**config.mk**
```make
export PLATFORM = sky130hd
export DESIGN_NAME = mux2_rr_arbiter
export DESIGN_NICKNAME = d
export VERILOG_FILES = /design/src/rtl/mux2_arb_pkg.sv /design/src/rtl/MUX_2to1.sv /design/src/rtl/mux2_rr_arbiter.sv
export SDC_FILE = /design/constraint.sdc
export NUM_CORES = 1
export LEC_CHECK = 0
export BUFFER_PORTS_ARGS = -buffer_cell sky130_fd_sc_hd__buf_2
export CORE_UTILIZATION = 46
export CTS_BUF_LIST = sky130_fd_sc_hd__clkbuf_8 sky130_fd_sc_hd__clkbuf_16
export DETAILED_ROUTE_END_ITERATION = 10
export PLACE_DENSITY = 0.78
export SYNTH_ARGS = -nofsm -noshare
export SYNTH_HDL_FRONTEND = slang
export SYNTH_SLANG_ARGS = --single-unit
```
**constraint.sdc**
```tcl
create_clock -name clk -period 2.5 [get_ports clk]
set_clock_uncertainty 0.05 [all_clocks]
set_input_delay 0.75 -clock clk [delete_from_list [all_inputs] [get_ports clk]]
set_output_delay 0.75 -clock clk [all_outputs]
set_load 0.005 [all_outputs]
```
**src/rtl/mux2_arb_pkg.sv**
```systemverilog
// Shared types and the arbitration decision for the two-requester round-robin arbiter.
package mux2_arb_pkg;

  typedef enum logic [1:0] {
    IDLE   = 2'd0,
    GRANT0 = 2'd1,
    GRANT1 = 2'd2
  } arb_state_t;

  // Preferred requester wins a tie; a lone valid requester always wins.
  function automatic arb_state_t arb_next(input logic v0, input logic v1, input logic prio);
    arb_state_t nxt;
    if (v0 && v1) nxt = prio ? GRANT1 : GRANT0;
    else if (v0)  nxt = GRANT0;
    else if (v1)  nxt = GRANT1;
    else          nxt = IDLE;
    return nxt;
  endfunction

endpackage

```
**src/rtl/MUX_2to1.sv**
```systemverilog
// Single-bit gate-level 2:1 mux: y = s ? i1 : i0.
module MUX_2to1 (
  input  logic i0,
  input  logic i1,
  input  logic s,
  output logic y
);

  assign y = (i0 & ~s) | (i1 & s);

endmodule

```
**src/rtl/mux2_rr_arbiter.sv**
```systemverilog
// Round-robin arbiter sharing a WIDTH-bit 2:1 mux between two valid/ready sources;
// a grant lasts one packet or MAX_BEATS accepted beats, whichever ends first.
module mux2_rr_arbiter
  import mux2_arb_pkg::*;
#(
  parameter int WIDTH     = 8,
  parameter int MAX_BEATS = 16
) (
  input  logic             clk,
  input  logic             rst_n,
  input  logic [WIDTH-1:0] i0,
  input  logic             v0,
  input  logic             l0,
  output logic             r0,
  input  logic [WIDTH-1:0] i1,
  input  logic             v1,
  input  logic             l1,
  output logic             r1,
  output logic [WIDTH-1:0] y,
  output logic             yv,
  output logic             yl,
  input  logic             yr,
  output logic             s,
  output logic             busy
);

  localparam int CNT_W = $clog2(MAX_BEATS + 1);
  localparam logic [CNT_W-1:0] CNT_LAST = CNT_W'(MAX_BEATS - 1);

  arb_state_t       state, state_nxt;
  logic             prio, prio_nxt;
  logic [CNT_W-1:0] cnt, cnt_nxt;
  logic             s_nxt;
  logic             yl_mux;

  always_ff @(posedge clk or negedge rst_n) begin
    if (!rst_n) begin
      state <= IDLE;
      prio  <= 1'b0;
      cnt   <= '0;
      s     <= 1'b0;
    end else begin
      state <= state_nxt;
      prio  <= prio_nxt;
      cnt   <= cnt_nxt;
      s     <= s_nxt;
    end
  end

  // A release re-arbitrates in the same cycle with priority already handed over.
  always_comb begin
    state_nxt = state;
    prio_nxt  = prio;
    cnt_nxt   = cnt;
    yv        = 1'b0;
    r0        = 1'b0;
    r1        = 1'b0;
    case (state)
      IDLE: begin
        state_nxt = arb_next(v0, v1, prio);
        cnt_nxt   = '0;
      end
      GRANT0: begin
        yv = v0;
        r0 = yr;
        if (v0 && yr) begin
          if (l0 || cnt == CNT_LAST) begin
            prio_nxt  = 1'b1;
            state_nxt = arb_next(v0, v1, 1'b1);
            cnt_nxt   = '0;
          end else begin
            cnt_nxt = cnt + 1'b1;
          end
        end
      end
      GRANT1: begin
        yv = v1;
        r1 = yr;
        if (v1 && yr) begin
          if (l1 || cnt == CNT_LAST) begin
            prio_nxt  = 1'b0;
            state_nxt = arb_next(v0, v1, 1'b0);
            cnt_nxt   = '0;
          end else begin
            cnt_nxt = cnt + 1'b1;
          end
        end
      end
      default: begin
        state_nxt = IDLE;
        cnt_nxt   = '0;
      end
    endcase
    // Select follows the granted requester and holds through IDLE.
    s_nxt = s;
    if (state_nxt == GRANT0) s_nxt = 1'b0;
    else if (state_nxt == GRANT1) s_nxt = 1'b1;
  end

  assign busy = (state == GRANT0) || (state == GRANT1);

  for (genvar b = 0; b < WIDTH; b++) begin : g_mux
    MUX_2to1 u_mux (
      .i0(i0[b]),
      .i1(i1[b]),
      .s (s),
      .y (y[b])
    );
  end

  MUX_2to1 u_mux_last (
    .i0(l0),
    .i1(l1),
    .s (s),
    .y (yl_mux)
  );

  assign yl = yv & yl_mux;

endmodule

```
==> results of run 1 <==
[worst paths after layout]
path	startpoint	end	slack (ns)	cells past startpoint
max	state[0]	yl	0.1	6
min	rst_n	cnt[3]	0.30	1
max reg2reg	cnt[0]	s	0.14	10
min reg2reg	cnt[4]	cnt[4]	0.44	2
max in group asynchronous	rst_n	cnt[1]	1.93	1
min in group clk	cnt[4]	cnt[4]	0.44	2
[timing repair]
action | CTS | global route
setup endpoints to repair | 0 | 1
setup buffers | 0 | 0
gates resized for setup | 0 | 1
[state kept, by name, indices dropped and copies added, names as in the netlist]
register,cells
prio,1
cnt,5
state,2
s,1
[worst max-delay path: stages, from the launching register on]
cell     delay [ns]
dfrtp_1        0.41
inv_1          0.09
ha_1           0.33
a22oi_1        0.11
nor2b_1        0.16
nor2b_1        0.14
buf_2          0.12
[cell families (layout without fill, tap and decap cells)]
group / count (synthesis) / after routing / synth area share
DFF: 9 / 9 / 0.264
muxes: 9 / 9 / 0.117
AOI/OAI and AO/OA: 25 / 25 / 0.235
adders and majority gates: 7 / 7 / 0.103
and+or+nand+nor: 25 / 25 / 0.166
buffers and inverters: 16 / 46 / 0.116
[cell type report]
type                    instances  area, sq um
repair buffers                 36          180
clock inverters                 1         3.75
inverters                       6         22.5
flip-flops and latches          9          225
multi-input cells              66          532
fillers                       174          691
well taps                      25         31.3
clock buffers                   3         41.3
[cells in the final DEF (no fill, tap or decap), drive strengths merged]
cell	count
and3	1
nor2	3
ha	7
nand2	6
o21ai	7
a32oi	1
or2	3
o21bai	1
nand3	3
a22oi	2
o221ai	2
dfrtp	9
a22o	3
nand2b	1
clkbuf	3
inv	7
nor2b	3
mux2i	1
and2b	3
a32o	2
and2	2
a21oi	2
buf	36
a21boi	1
o211ai	2
o21a	2
mux2	8
[where the power goes]
group | leakage, nW | switching, mW | total, mW | internal, mW
Sequential | 0.116 | 0.0623 | 0.249 | 0.186
Clock | 0.0269 | 0.0608 | 0.168 | 0.107
Combinational | 0.365 | 0.263 | 0.554 | 0.291
Total | 0.508 | 0.386 | 0.970 | 0.585
[per-layer routing]
layer / vias to the layer above / track usage
li1: 379 / -
met1: 344 / 0.217
met2: 24 / 0.296
met3: 5 / 0.0360
met4: 0 / 0.109
met5: - / 0
==> results.json, run 1 <==
{
  "die_h_um": 45.1,
  "slew_headroom": 0.740,
  "wl_met2_um": 817,
  "top_layer_used": "met4",
  "power_mw": 0.970,
  "vias_per_cell": 5.15,
  "synth.avg_cell_area_sq_um": 9.38,
  "final_cells": 146,
  "grt_pass1_vias": 620,
  "period_needed_ns": 2.40,
  "yosysTopAreaCellShare": 0.264,
  "hold_path.class": "primary input to async pin",
  "met1Wirelength_um": 691,
  "p_leak_nw": 0.508,
  "portBuffers": 36,
  "firstDrtPassIters": 2,
  "routabilityCongestion": 0.789,
  "coreArea_sq_um": 1730,
  "post_drt_wl_per_cell_um": 11.2,
  "drive_above_1_share": 0.463,
  "final_nets": 152,
  "worstSetupPathType": "flop to output pin",
  "hold_viol_final": 0,
  "postCtsHoldBufs": 0,
  "setup_ws_ns": 0.0991,
  "ir_worst_vdd_v": 0.000577,
  "maxCapViolCount": 0,
  "yosys-top-cells-area": "dfrtp_1 (26%), mux2_2 (11%), ha_1 (10%)",
  "drt-initial-drc-count": 3,
  "post-dp-hpwl_um": 1340,
  "rows": 15,
  "finalMaxSlewViolations": 0,
  "vias": 752,
  "die_x_um": 45.1,
  "power_density_nw_per_um2": 937,
  "place_area_sq_um": 988,
  "dp_cells": 142,
  "final_area_sq_um": 1040,
  "synth-edff-count": 0,
  "synth_ff_type": "dfrtp_1",
  "syn_area_sq_um": 853,
  "synthDistinctLibCells": 36,
  "synth_nets": 121,
  "fmaxAchievable_mhz": 417,
  "ys_ff_latch": 9,
  "setup_viol": 0,
  "cts_made_buffers": 3,
  "tightest_slew_ns": 0.390,
  "initial_core_util": 0.494,
  "status": "finished, final reports clean",
  "dieArea_sq_um": 2030,
  "yosysTopAreaCell": "dfrtp_1",
  "startpoint_type": "flop",
  "final_core_util": 0.600,
  "crit_arrival_ns": 1.60,
  "synthArstFlopShare": 1.00,
  "seq_area_frac_synth": 0.264,
  "crit_path_max_fanout": 9,
  "syn_to_final_growth_pct": 21.4,
  "antenna_found_initial": 0,
  "grt-ovfl-total": 0,
  "fin_crit_sh": 0.960,
  "grt_pass1_wl_um": 2600,
  "synth_common_cells": "dfrtp_1 (9), buf_4 (8), mux2_2 (8), ha_1 (7)",
  "grt_use_total": 0.180,
  "holdWs_ns": 0.301,
  "wirelength_um": 1640,
  "tns_ns": 0,
  "clock_latency_ns": 0.24,
  "clk_pin_slew_ns": 0.04,
  "critPathRequiredTime_ns": 1.70,
  "syn_inst": 91,
  "detail-route-antenna-nets": 0,
  "end_kind": "output pin",
  "synth.most_common_cell": "dfrtp_1",
  "cts.path.max_buffers": 2,
  "cts_sinks": 9,
  "h-tree-depth": 1,
  "insertedDiodeCount": 0,
  "routed-wl-met3_um": 87,
  "drc": 0,
  "cts_tree": "done",
  "root_buffer": "clkbuf_8",
  "dpl_worst_slack_ns": 0.0994,
  "ios": 37,
  "yosysWarningCount": 0,
  "rsz0062_at_grt": "no",
  "grt_max_degree": 12
}
No activity file was read; power rests on OpenSTA's default activity.
==> inputs of run 2 (changes only) <==
--- a/config.mk
+++ b/config.mk
@@ -10,6 +10,7 @@
 export CTS_BUF_LIST = sky130_fd_sc_hd__clkbuf_8 sky130_fd_sc_hd__clkbuf_16
 export DETAILED_ROUTE_END_ITERATION = 10
 export PLACE_DENSITY = 0.78
+export RECOVER_POWER = 100
 export SYNTH_ARGS = -nofsm -noshare
 export SYNTH_HDL_FRONTEND = slang
 export SYNTH_SLANG_ARGS = --single-unit
==> constraint.sdc (replaced) <==
create_clock -name clk -period 2.7 [get_ports clk]
set_clock_uncertainty 0.05 [all_clocks]
set_input_delay 0.81 -clock clk [delete_from_list [all_inputs] [get_ports clk]]
set_output_delay 0.81 -clock clk [all_outputs]
set_load 0.005 [all_outputs]
==> run 2 against run 1 <==
Non-clock buffer count unchanged. First-iteration DRC count increased to 4.0 times the previous value. Sequential share of layout area increased by 0.62 points. Utilization decreased by 1.7 points. Cell count unchanged. Global-route usage about the same. Count of clock-buffer cells in the layout unchanged. Largest power group unchanged. Power decreased by 11%.
==> results.json, run 2 (synthesis results as in run 1) <==
{
  "status": "finished, final reports clean",
  "tns_ns": 0,
  "grt_pass1_vias": 664,
  "die_x_um": 45.1,
  "antenna_found_initial": 0,
  "post_drt_wl_per_cell_um": 12.0,
  "maxCapViolCount": 0,
  "vias_per_cell": 5.26,
  "tightest_slew_ns": 0.616,
  "grt_pass1_wl_um": 2650,
  "portBuffers": 36,
  "coreArea_sq_um": 1730,
  "die_h_um": 45.1,
  "power.internal_mw": 0.517,
  "regMostFlops": "cnt",
  "cts_sinks": 9,
  "p_leak_nw": 0.487,
  "grt_use_total": 0.180,
  "startpoint_type": "flop",
  "hold_path.class": "flop to flop",
  "fillCellCount": 163,
  "clock_latency_ns": 0.23,
  "power_frac_seq": 0.268,
  "crit_path_max_fanout": 9,
  "drive_above_1_share": 0.397,
  "cts_tree": "done",
  "setup_viol": 0,
  "p_sw_mw": 0.350,
  "hold_viol_final": 0,
  "final_common_cell": "buf_2",
  "worstSetupPathType": "flop to output pin",
  "detail-route-antenna-nets": 0,
  "final_core_util": 0.583,
  "cts_made_buffers": 3,
  "final_cells": 146,
  "insertedDiodeCount": 0,
  "routabilityCongestion": 0.760,
  "cts.path.max_buffers": 2,
  "crit_arrival_ns": 1.61,
  "grt_max_degree": 12,
  "critPathSlowestCell": "dfrtp_1",
  "cpMostUsedCell": "nor2b_1",
  "firstDrtPassIters": 4,
  "comb_power_share": 0.558,
  "clk_pin_slew_ns": 0.05,
  "power_density_nw_per_um2": 860,
  "period_needed_ns": 2.47,
  "rows": 15,
  "wirelength_um": 1760,
  "p_sw_frac": 0.404,
  "final_cell_mix": "buf_2 (29), dfrtp_1 (9), mux2_2 (8), inv_1 (7), ha_1 (7)",
  "fmaxAchievable_mhz": 404,
  "rsz0062_at_grt": "no",
  "grt-ovfl-total": 0,
  "initial_core_util": 0.494,
  "critPathRequiredTime_ns": 1.84,
  "finalMaxSlewViolations": 0,
  "drt-initial-drc-count": 12,
  "dieArea_sq_um": 2030,
  "ios": 37,
  "syn_to_final_growth_pct": 18.0,
  "largest_register_ffs": 5,
  "dp_cells": 142,
  "h-tree-depth": 1,
  "fin_crit_sh": 0.916,
  "end_kind": "output pin",
  "slew_headroom": 0.589,
  "vias": 768,
  "reg_top3": "cnt (5), state (2)",
  "cts_resized": 0,
  "power_mw": 0.866,
  "postCtsHoldBufs": 0,
  "root_buffer": "clkbuf_8",
  "ir_worst_vdd_v": 0.000427,
  "clkPwrFrac": 0.175,
  "drc": 0,
  "final_nets": 152,
  "path_cells": "inv_1, ha_1, a22oi_1, nor2b_1, nor2b_1, clkbuf_2",
  "cts_setup_buffers": 0,
  "post-dp-hpwl_um": 1370,
  "max_stage_delay_ns": 0.41
}
-- run 2: cell count changes in the layout (fill, tap and decap cells not counted), moves of 2 or more --
cell / change
or2_1: -2
clkbuf_1: +5
clkbuf_2: +2
buf_2: -7
or2_0: +2
-- run 2: routing by layer --
layer / vias up / share of wire / global-route usage
li1: 379 / - / -
met1: 364 / 0.43 / 0.205
met2: 23 / 0.52 / 0.333
met3: 2 / 0.044 / 0.0240
met4: 0 / 0.0028 / 0.0727
met5: - / 0 / 0
-- run 2: metrics by stage --
step	area, sq um	hold slack, ns	worst slack (ns)
floorplan	853	0.406	0.437
detailed placement	988	0.440	0.315
global placement	988	0.426	0.374
CTS	1030	0.378	0.253
global route	1010	0.488	0.104
finish	1010	0.446	0.227
-- run 2: final timing paths --
kind                          start  endpoint  slack (ns)  depth (start not counted)
setup / recovery           state[0]        yl        0.23                          6
hold / removal               cnt[4]    cnt[4]        0.45                          2
setup reg to reg             cnt[0]         s        0.29                         10
hold reg to reg              cnt[4]    cnt[4]        0.45                          2
max in group asynchronous     rst_n         s        1.79                          1
min in group asynchronous     rst_n    cnt[0]        0.47                          1
-- run 2: critical path, delay by kind of cell, from the launching register on --
family	cells	cell delay [ns]
AOI/OAI and AO/OA	1	0.11
adders and majority gates	1	0.35
buffers and inverters	2	0.21
DFF	1	0.41
and+or+nand+nor	2	0.29
-- run 2: layout make-up --
| class | instances | area, sq um | area share |
|---|---|---|---|
| Multi-Input combinational cell | 66 | 509 | 0.506 |
| Tap cell | 25 | 31.3 | 0.0311 |
| Timing Repair Buffer | 36 | 174 | 0.173 |
| Inverter | 6 | 22.5 | 0.0224 |
| Clock inverter | 1 | 3.75 | 0.00373 |
| Clock buffer | 3 | 41.3 | 0.0410 |
| Sequential cell | 9 | 225 | 0.224 |
-- run 2: power groups by stage --
stage | registers [mW] | logic, mW | clock network (mW)
global route | 0.241 | 0.538 | 0.162
global placement | 0.233 | 0.503 | 0
finish | 0.232 | 0.483 | 0.151
detailed placement | 0.234 | 0.515 | 0
floorplan | 0.202 | 0.459 | 0
CTS | 0.232 | 0.519 | 0.155
